==> config.mk <==
export PLATFORM = sky130hd
export DESIGN_NAME = xif_copro_exec_unit
export DESIGN_NICKNAME = d
export VERILOG_FILES = /design/src/rtl/xif_copro_exec_unit.sv
export SDC_FILE = /design/constraint.sdc
export NUM_CORES = 1
export LEC_CHECK = 0
export CAP_MARGIN = 40
export CORE_UTILIZATION = 30
export DETAILED_ROUTE_END_ITERATION = 6
export DONT_BUFFER_PORTS = 1
export PLACE_DENSITY = 0.49
export RECOVER_POWER = 25
export REMOVE_ABC_BUFFERS = 1
export SETUP_SLACK_MARGIN = 0.15
export SYNTH_ARGS = -nofsm -noshare
export SYNTH_HDL_FRONTEND = slang
export SYNTH_SLANG_ARGS = --single-unit
==> constraint.sdc <==
create_clock -name clk_i -period 7.8 [get_ports clk_i]
set_input_delay 1.95 -clock clk_i [delete_from_list [all_inputs] [get_ports clk_i]]
set_output_delay 1.95 -clock clk_i [all_outputs]
set_load 0.01 [all_outputs]
==> src/rtl/xif_copro_exec_unit.sv <==
// Coprocessor execute unit: in-order buffer of decoded ops awaiting commit/kill, a
// bit-manipulation datapath, and a registered valid/ready result port.
module xif_copro_exec_unit #(
    parameter int unsigned Depth   = 4,
    parameter int unsigned IdWidth = 4,
    parameter int unsigned XLen    = 32
) (
    input  logic               clk_i,
    input  logic               rst_ni,
    input  logic               in_valid_i,
    output logic               in_ready_o,
    input  logic [1:0]         in_op_i,
    input  logic [XLen-1:0]    in_rs1_i,
    input  logic [XLen-1:0]    in_rs2_i,
    input  logic [IdWidth-1:0] in_id_i,
    input  logic [4:0]         in_rd_i,
    input  logic               commit_valid_i,
    input  logic [IdWidth-1:0] commit_id_i,
    input  logic               commit_kill_i,
    output logic               res_valid_o,
    input  logic               res_ready_i,
    output logic [IdWidth-1:0] res_id_o,
    output logic [4:0]         res_rd_o,
    output logic [XLen-1:0]    res_data_o,
    output logic               busy_o
);

    // copro_op encoding shared with the decoder
    localparam logic [1:0] OpNone     = 2'd0;
    localparam logic [1:0] OpBitrev   = 2'd1;
    localparam logic [1:0] OpRotRight = 2'd2;
    localparam logic [1:0] OpRotLeft  = 2'd3;

    localparam int unsigned PtrW = $clog2(Depth);
    localparam int unsigned CntW = PtrW + 1;
    localparam int unsigned ShW  = $clog2(XLen);
    localparam logic [CntW-1:0] DepthCnt = CntW'(Depth);

    logic [1:0]         ent_op  [Depth];
    logic [XLen-1:0]    ent_rs1 [Depth];
    logic [XLen-1:0]    ent_rs2 [Depth];
    logic [IdWidth-1:0] ent_id  [Depth];
    logic [4:0]         ent_rd  [Depth];

    logic [Depth-1:0] ent_valid, ent_commit, ent_kill;
    logic [Depth-1:0] ent_valid_nxt, ent_commit_nxt, ent_kill_nxt;

    logic [PtrW-1:0] wr_ptr, rd_ptr, wr_ptr_nxt, rd_ptr_nxt;
    logic [CntW-1:0] count, count_nxt;

    logic push, pop, res_load, res_free;
    logic head_valid, head_commit, head_kill, new_match;

    logic               res_valid;
    logic [IdWidth-1:0] res_id;
    logic [4:0]         res_rd;
    logic [XLen-1:0]    res_data;

    logic [XLen-1:0]   head_rs1, exec_data;
    logic [ShW-1:0]    head_amt;
    logic [2*XLen-1:0] rot_r, rot_l;

    assign in_ready_o = count < DepthCnt;
    assign push       = in_valid_i && in_ready_o;
    assign head_valid = count != '0;
    assign head_commit = ent_commit[rd_ptr];
    assign head_kill   = ent_kill[rd_ptr];
    assign res_free   = !res_valid || res_ready_i;
    // Killed heads drain regardless of the result port; committed heads need a free slot.
    assign pop        = head_valid && (head_kill || (head_commit && res_free));
    assign res_load   = pop && !head_kill;
    assign new_match  = commit_valid_i && (in_id_i == commit_id_i);

    always_comb begin
        ent_valid_nxt  = ent_valid;
        ent_commit_nxt = ent_commit;
        ent_kill_nxt   = ent_kill;
        for (int i = 0; i < Depth; i++) begin
            if (commit_valid_i && ent_valid[i] && !ent_commit[i] && !ent_kill[i] &&
                (ent_id[i] == commit_id_i)) begin
                ent_commit_nxt[i] = !commit_kill_i;
                ent_kill_nxt[i]   = commit_kill_i;
            end
            if (pop && (rd_ptr == PtrW'(i))) begin
                ent_valid_nxt[i]  = 1'b0;
                ent_commit_nxt[i] = 1'b0;
                ent_kill_nxt[i]   = 1'b0;
            end
            if (push && (wr_ptr == PtrW'(i))) begin
                ent_valid_nxt[i]  = 1'b1;
                ent_commit_nxt[i] = new_match && !commit_kill_i;
                ent_kill_nxt[i]   = new_match && commit_kill_i;
            end
        end
    end

    always_comb begin
        wr_ptr_nxt = push ? wr_ptr + PtrW'(1) : wr_ptr;
        rd_ptr_nxt = pop ? rd_ptr + PtrW'(1) : rd_ptr;
        count_nxt  = count + CntW'(push) - CntW'(pop);
    end

    always_ff @(posedge clk_i or negedge rst_ni) begin
        if (!rst_ni) begin
            ent_valid  <= '0;
            ent_commit <= '0;
            ent_kill   <= '0;
            wr_ptr     <= '0;
            rd_ptr     <= '0;
            count      <= '0;
        end else begin
            ent_valid  <= ent_valid_nxt;
            ent_commit <= ent_commit_nxt;
            ent_kill   <= ent_kill_nxt;
            wr_ptr     <= wr_ptr_nxt;
            rd_ptr     <= rd_ptr_nxt;
            count      <= count_nxt;
        end
    end

    always_ff @(posedge clk_i or negedge rst_ni) begin
        if (!rst_ni) begin
            for (int i = 0; i < Depth; i++) begin
                ent_op[i]  <= OpNone;
                ent_rs1[i] <= '0;
                ent_rs2[i] <= '0;
                ent_id[i]  <= '0;
                ent_rd[i]  <= '0;
            end
        end else if (push) begin
            ent_op[wr_ptr]  <= in_op_i;
            ent_rs1[wr_ptr] <= in_rs1_i;
            ent_rs2[wr_ptr] <= in_rs2_i;
            ent_id[wr_ptr]  <= in_id_i;
            ent_rd[wr_ptr]  <= in_rd_i;
        end
    end

    // Rotations via a doubled operand so an amount of zero needs no special case.
    always_comb begin
        head_rs1  = ent_rs1[rd_ptr];
        head_amt  = ent_rs2[rd_ptr][ShW-1:0];
        rot_r     = {head_rs1, head_rs1} >> head_amt;
        rot_l     = {head_rs1, head_rs1} << head_amt;
        exec_data = '0;
        unique case (ent_op[rd_ptr])
            OpBitrev: begin
                for (int i = 0; i < XLen; i++) begin
                    exec_data[i] = head_rs1[XLen-1-i];
                end
            end
            OpRotRight: exec_data = rot_r[XLen-1:0];
            OpRotLeft:  exec_data = rot_l[2*XLen-1:XLen];
            default:    exec_data = '0;
        endcase
    end

    always_ff @(posedge clk_i or negedge rst_ni) begin
        if (!rst_ni) begin
            res_valid <= 1'b0;
            res_id    <= '0;
            res_rd    <= '0;
            res_data  <= '0;
        end else if (res_load) begin
            res_valid <= 1'b1;
            res_id    <= ent_id[rd_ptr];
            res_rd    <= ent_rd[rd_ptr];
            res_data  <= exec_data;
        end else if (res_valid && res_ready_i) begin
            res_valid <= 1'b0;
        end
    end

    assign res_valid_o = res_valid;
    assign res_id_o    = res_id;
    assign res_rd_o    = res_rd;
    assign res_data_o  = res_data;
    assign busy_o      = (count != '0) || res_valid;

endmodule

---- Word-level counts from Yosys, hierarchy flattened ----
Cells that the tools add are included.
word-level totals
  flip-flop bits (word level) ............. 361
  latch bits .............................. 0
  RAM bits ................................ 0
  ROM bits ................................ 0
  input port bits ......................... 85
  output and inout port bits .............. 44
  memories kept ........................... 0
operators by class
  $add $sub $neg .......................... 4
  multipliers ............................. 0
  divide/modulo/power cells ............... 0
  order comparisons ....................... 5
  eq/ne operators ......................... 14
  shift operators ......................... 2
  mux-type cells .......................... 67
  bitwise gates (word level) .............. 2
  reductions and logical operators ........ 59
operators by type and width
  kind                                                                    count
  128-bit bitwise mux                                                     2
  32-bit binary-select mux with 2-bit select                              2
  32-bit two-way mux                                                      3
  32-bit one-hot mux with 3 select lines                                  1
  32-bit demux with 2-bit select                                          1
  64-bit by 5-bit << shifter with 64-bit output                           1
  64-bit by 5-bit right shift with 32-bit output                          1
  1-bit two-way mux                                                       36
  1-bit logical AND                                                       33
  5-bit two-way mux                                                       5
  20-bit bitwise mux                                                      1
  4-bit equality test                                                     5
  16-bit bitwise mux                                                      1
  3-bit nonzero test                                                      5
  2-bit equality test (second input constant)                             6
  4-bit two-way mux                                                       3
  1-bit logical NOT                                                       11
  5-bit binary-select mux with 2-bit select                               1
  5-bit demux with 2-bit select                                           1
  2-bit nonzero test                                                      5
  4-bit binary-select mux with 2-bit select                               1
  8-bit bitwise mux                                                       1
  4-bit demux with 2-bit select                                           1
  2-bit by 1-bit equality test with 1-bit output (second input constant)  3
  14 further kinds                                                        23

---- Logic depth before layout (Yosys ltp) ----
  depth after elaboration ................. 8
  mapped depth ............................ 12
  mapped depth without buffers ............ 9

---- Worst setup path before layout ----
OpenSTA, ideal clock, no wires.
  kind .................................... input to register
  from .................................... in res_ready_i
  to ...................................... reg count[2]
  library setup time ...................... 80 ps
  data arrival time ....................... 3688 ps
  data required time ...................... 7720 ps
  slack ................................... 4032 ps
  cell stages on the path ................. 10
  path through ............................ nor2b_1 nor2b_1 o21ba_2 clkbuf_1 ha_1 inv_1 ha_1 fa_1 xnor2_1 xnor2_1
on the way
  word-level cells in the longest chain between the ends .. 5
RTL lines
  what                                         line  RTL
  from (decl)                                  21    input logic res_ready_i,
  1-bit logical OR                             68    assign res_free = !res_valid || res_ready_i;
  1-bit logical AND                            70    assign pop = head_valid && (head_kill || (head_commit && res_free));
  1-bit logical OR                             70
  1-bit logical AND                            70
  via pop                                      51    logic push, pop, res_load, res_free;
  3-bit by 1-bit subtractor with 3-bit output  100   count_nxt = count + CntW'(push) - CntW'(pop);
  via count_nxt[2]                             49    logic [CntW-1:0] count, count_nxt;
  to (signal assigned)                         117   count <= count_nxt;
  to (decl)                                    49
The timed path passes the listed nets, and every way through them passes these cells.
A chain may end at the register's enable or synchronous reset.

---- Worst setup path in the final report ----
  from .................................... reg rd_ptr[0]
  to ...................................... reg res_data[20], in the netlist res_data_o[20]
on the way
  word-level cells in the longest chain between the ends .. 6
  elaborated cells on any way between the ends .. 25
RTL lines
  what                                                                                                            line     RTL
  from (decl)                                                                                                     48       logic [PtrW-1:0] wr_ptr, rd_ptr, wr_ptr_nxt, rd_ptr_nxt;
  from (signal assigned)                                                                                          116      rd_ptr <= rd_ptr_nxt;
  2-bit NOT with 3-bit output (not written as such) or 1-bit binary-select mux with 2-bit select (tied branches)  --
  32-bit binary-select mux with 2-bit select (tied with other cells)                                              141      head_rs1 = ent_rs1[rd_ptr];
  32-bit two-way mux (not written as such) (tied with other cells) (2 in a row)                                   141
  64-bit by 5-bit << shifter with 64-bit output (tied with other cells)                                           144      rot_l = {head_rs1, head_rs1} << head_amt;
  32-bit one-hot mux with 3 select lines or 1-bit logical AND (tied branches)                                     146, 71
  to (signal assigned)                                                                                            168      res_data <= exec_data;
  to (decl)                                                                                                       57       logic [XLen-1:0] res_data;
Several ways; a longest one is shown, not always the timed one. The select of a mux whose other input is x is not followed.

==> results.cfg <==
[outcome]
status = finished clean

[worst_setup_path]
start_kind = register
worst_path_class_setup = register to register
critical_path.max_fanout = 39
worst_setup_path_end_kind = register
cp.arrival_ns = 4.62
crit_required_ns = 8.26

[routing]
drt_wl_total_um = 43800
post-route-drc-count = 0
maxUsedRoutingLayer = met4
wl_per_cell_um = 23.6
firstDrtPassIters = 5
routed_length_on_met2_um = 20400
post_drt_via_cell_ratio = 5.55
route.vias.total = 10300
routedLengthMet1_um = 19000
detailroute.wirelength.met3_um = 3540
ant_nets = 0
drt_iter0_markers = 840

[timing]
totalNegativeSetupSlack_ns = 0
timing.final.hold_violations = 0
worst_slew_margin_rel = 0.375
tightestPinTransition_ns = 0.937
worst_clock_skew_ns = 0.0332
minimum_clock_period_ns = 4.16
period_share = 0.533
setup-violations-final = 0
max_freq_mhz = 240
drv_slew = 0
grt_setup_unrepaired = false

[synth]
yosysTopAreaCellShare = 0.426
synth_top_area_cell = sky130_fd_sc_hd__dfrtp_1
synthTopCellsByArea = sky130_fd_sc_hd__dfrtp_1 43%, sky130_fd_sc_hd__mux2_2 16%, sky130_fd_sc_hd__mux4_2 7.4%
mappedNetlistArea_mm2 = 0.0149
synth.avg_cell_area_um2 = 12.2
synth_seq_area_share = 0.426
cells_after_synthesis = 1215
synth_ff_type = sky130_fd_sc_hd__dfrtp_1
number_of_enable_type_register_cells_in_the_synthesized_netlist = 0
postSynthRegisterBits = 253
synth_common_cells = 253 x sky130_fd_sc_hd__dfrtp_1, 215 x sky130_fd_sc_hd__mux2_2, 97 x sky130_fd_sc_hd__o22ai_1
ys_async_sr_fraction = 1.00
yosysMostFrequentCell = sky130_fd_sc_hd__dfrtp_1
synth_cell_types = 49
yosys_warning_count = 0

[placement]
dp_hpwl_um = 29600
port_buffers = 0
place.gp.congestion = 0.933

[clock_tree]
cts_tree = yes
postCtsHoldBufs = 0
post_cts_resize_count = 0
clk_transition_reported_paths_ns = 0.06
root_buffer = sky130_fd_sc_hd__clkbuf_16
clk_latency_ns = 0.60
max_buffers_root_to_sink = 3
post_cts_buffers = 0
numCtsBuffers = 30
cts.htree.levels = 1
clock_sink_count = 253

[finish]
drive_gt1_frac = 0.326
synthToLayoutAreaGrowth_pct = 10.9
insertedDiodeCount = 0
final_nets = 1261

[die]
die_w_um = 225
floorplan.die_area_mm2 = 0.0504
num_io_pins = 129
die_height_um = 225
starting_density_of_the_core = 0.304
num_rows = 81
core-area_mm2 = 0.0488

[run]
drv_cap = 0

[global_route]
grt_max_degree = 254
first_pass_grt_wire_length_um = 66900
grt_antenna_before_repair = 0
first_global_vias = 10500
grt_overall_usage = 0.173
overflow = 0

[hold_path]
worst_hold_path_type = register to register
==> final cells by class <==
type	count	area, µm²
fill	4896	32400
multi-input combinational	853	8050
sequential	253	6340
clock buffer	45	917
tap	664	831
clock inverter	11	158
timing repair buffer	17	153
inverter	10	37.5
==> critical path, stage by stage (launching register included) <==
cell                       delay (ns)
sky130_fd_sc_hd__dfrtp_4         0.80
sky130_fd_sc_hd__mux4_2          0.96
sky130_fd_sc_hd__nand2b_2        0.78
sky130_fd_sc_hd__o22ai_1         0.49
sky130_fd_sc_hd__o21ai_1         0.20
sky130_fd_sc_hd__a32oi_1         0.25
sky130_fd_sc_hd__o21ai_1         0.15
sky130_fd_sc_hd__a221o_1         0.36
==> final timing paths <==
path,from,endpoint,slack (ns),cells after the start
max in group asynchronous,rst_ni,ent_rs1[70],6.10,0
setup reg to reg,rd_ptr[0],res_data_o[20],3.64,7
min in group asynchronous,rst_ni,ent_rs1[65],1.08,0
hold / removal,ent_valid[1],ent_valid[1],0.48,2
setup / recovery,rd_ptr[0],res_data_o[20],3.64,7
hold reg to reg,ent_valid[1],ent_valid[1],0.48,2
==> sequential cells by signal, indices dropped and copies added (netlist names), 3 cells and up <==
name and flops:
ent_id 16, ent_commit 4, ent_rs2 20, ent_rd 20
ent_valid 4, count 3, ent_rs1 128, res_rd_o 5
ent_op 8, res_id_o 4, res_data_o 32, ent_kill 4
==> placed cells by master, fill, tap and decap left out, types with 16 or more instances in the layout <==
cell type / count
sky130_fd_sc_hd__mux4_2: 48
sky130_fd_sc_hd__nand2_1: 48
sky130_fd_sc_hd__dfrtp_1: 251
sky130_fd_sc_hd__o21ai_1: 47
sky130_fd_sc_hd__mux2_2: 215
sky130_fd_sc_hd__mux2_4: 33
sky130_fd_sc_hd__a32oi_1: 28
sky130_fd_sc_hd__mux2_1: 18
sky130_fd_sc_hd__o21ai_0: 31
sky130_fd_sc_hd__nor2_1: 38
sky130_fd_sc_hd__o22ai_1: 97
sky130_fd_sc_hd__a221o_1: 29
sky130_fd_sc_hd__mux2i_1: 94
sky130_fd_sc_hd__clkbuf_16: 30
sky130_fd_sc_hd__a22oi_1: 16
==> metal layers <==
metal  global-route usage  vias up
li1                     -     4605
met1                0.234     5281
met2                0.279      338
met3               0.0415       64
met4               0.0399        0
met5                    0        -
==> through the flow <==
| step | hold slack (ns) | std cells | instance area, µm² | setup WS [ns] | utilization |
|---|---|---|---|---|---|
| 5_1_grt | 0.509 | 1853 | 16500 | 3.28 | 0.337 |
| 6_report | 0.482 | 1853 | 16500 | 3.64 | 0.337 |
| 4_1_cts | 0.482 | 1853 | 16500 | 3.59 | 0.337 |
| 3_5_place_dp | 0.463 | 1797 | 15400 | 3.65 | 0.315 |
| 2_1_floorplan | 0.445 | 1116 | 14400 | 2.44 | - |
| 3_3_place_gp | 0.470 | 1794 | 15400 | 3.61 | 0.315 |
==> kinds of logic after synthesis <==
group           count (synthesis)  synth area share
fa+ha+maj                      11           0.00977
flops                         253             0.426
compound gates                283             0.131
simple gates                  126            0.0368
buf+inv                       109            0.0344
mux                           409             0.348
xor+xnor                       24            0.0141
Power is left out: the tool's default activity adds up to more than one toggle a clock period on the data nets, which glitch-free logic cannot reach.
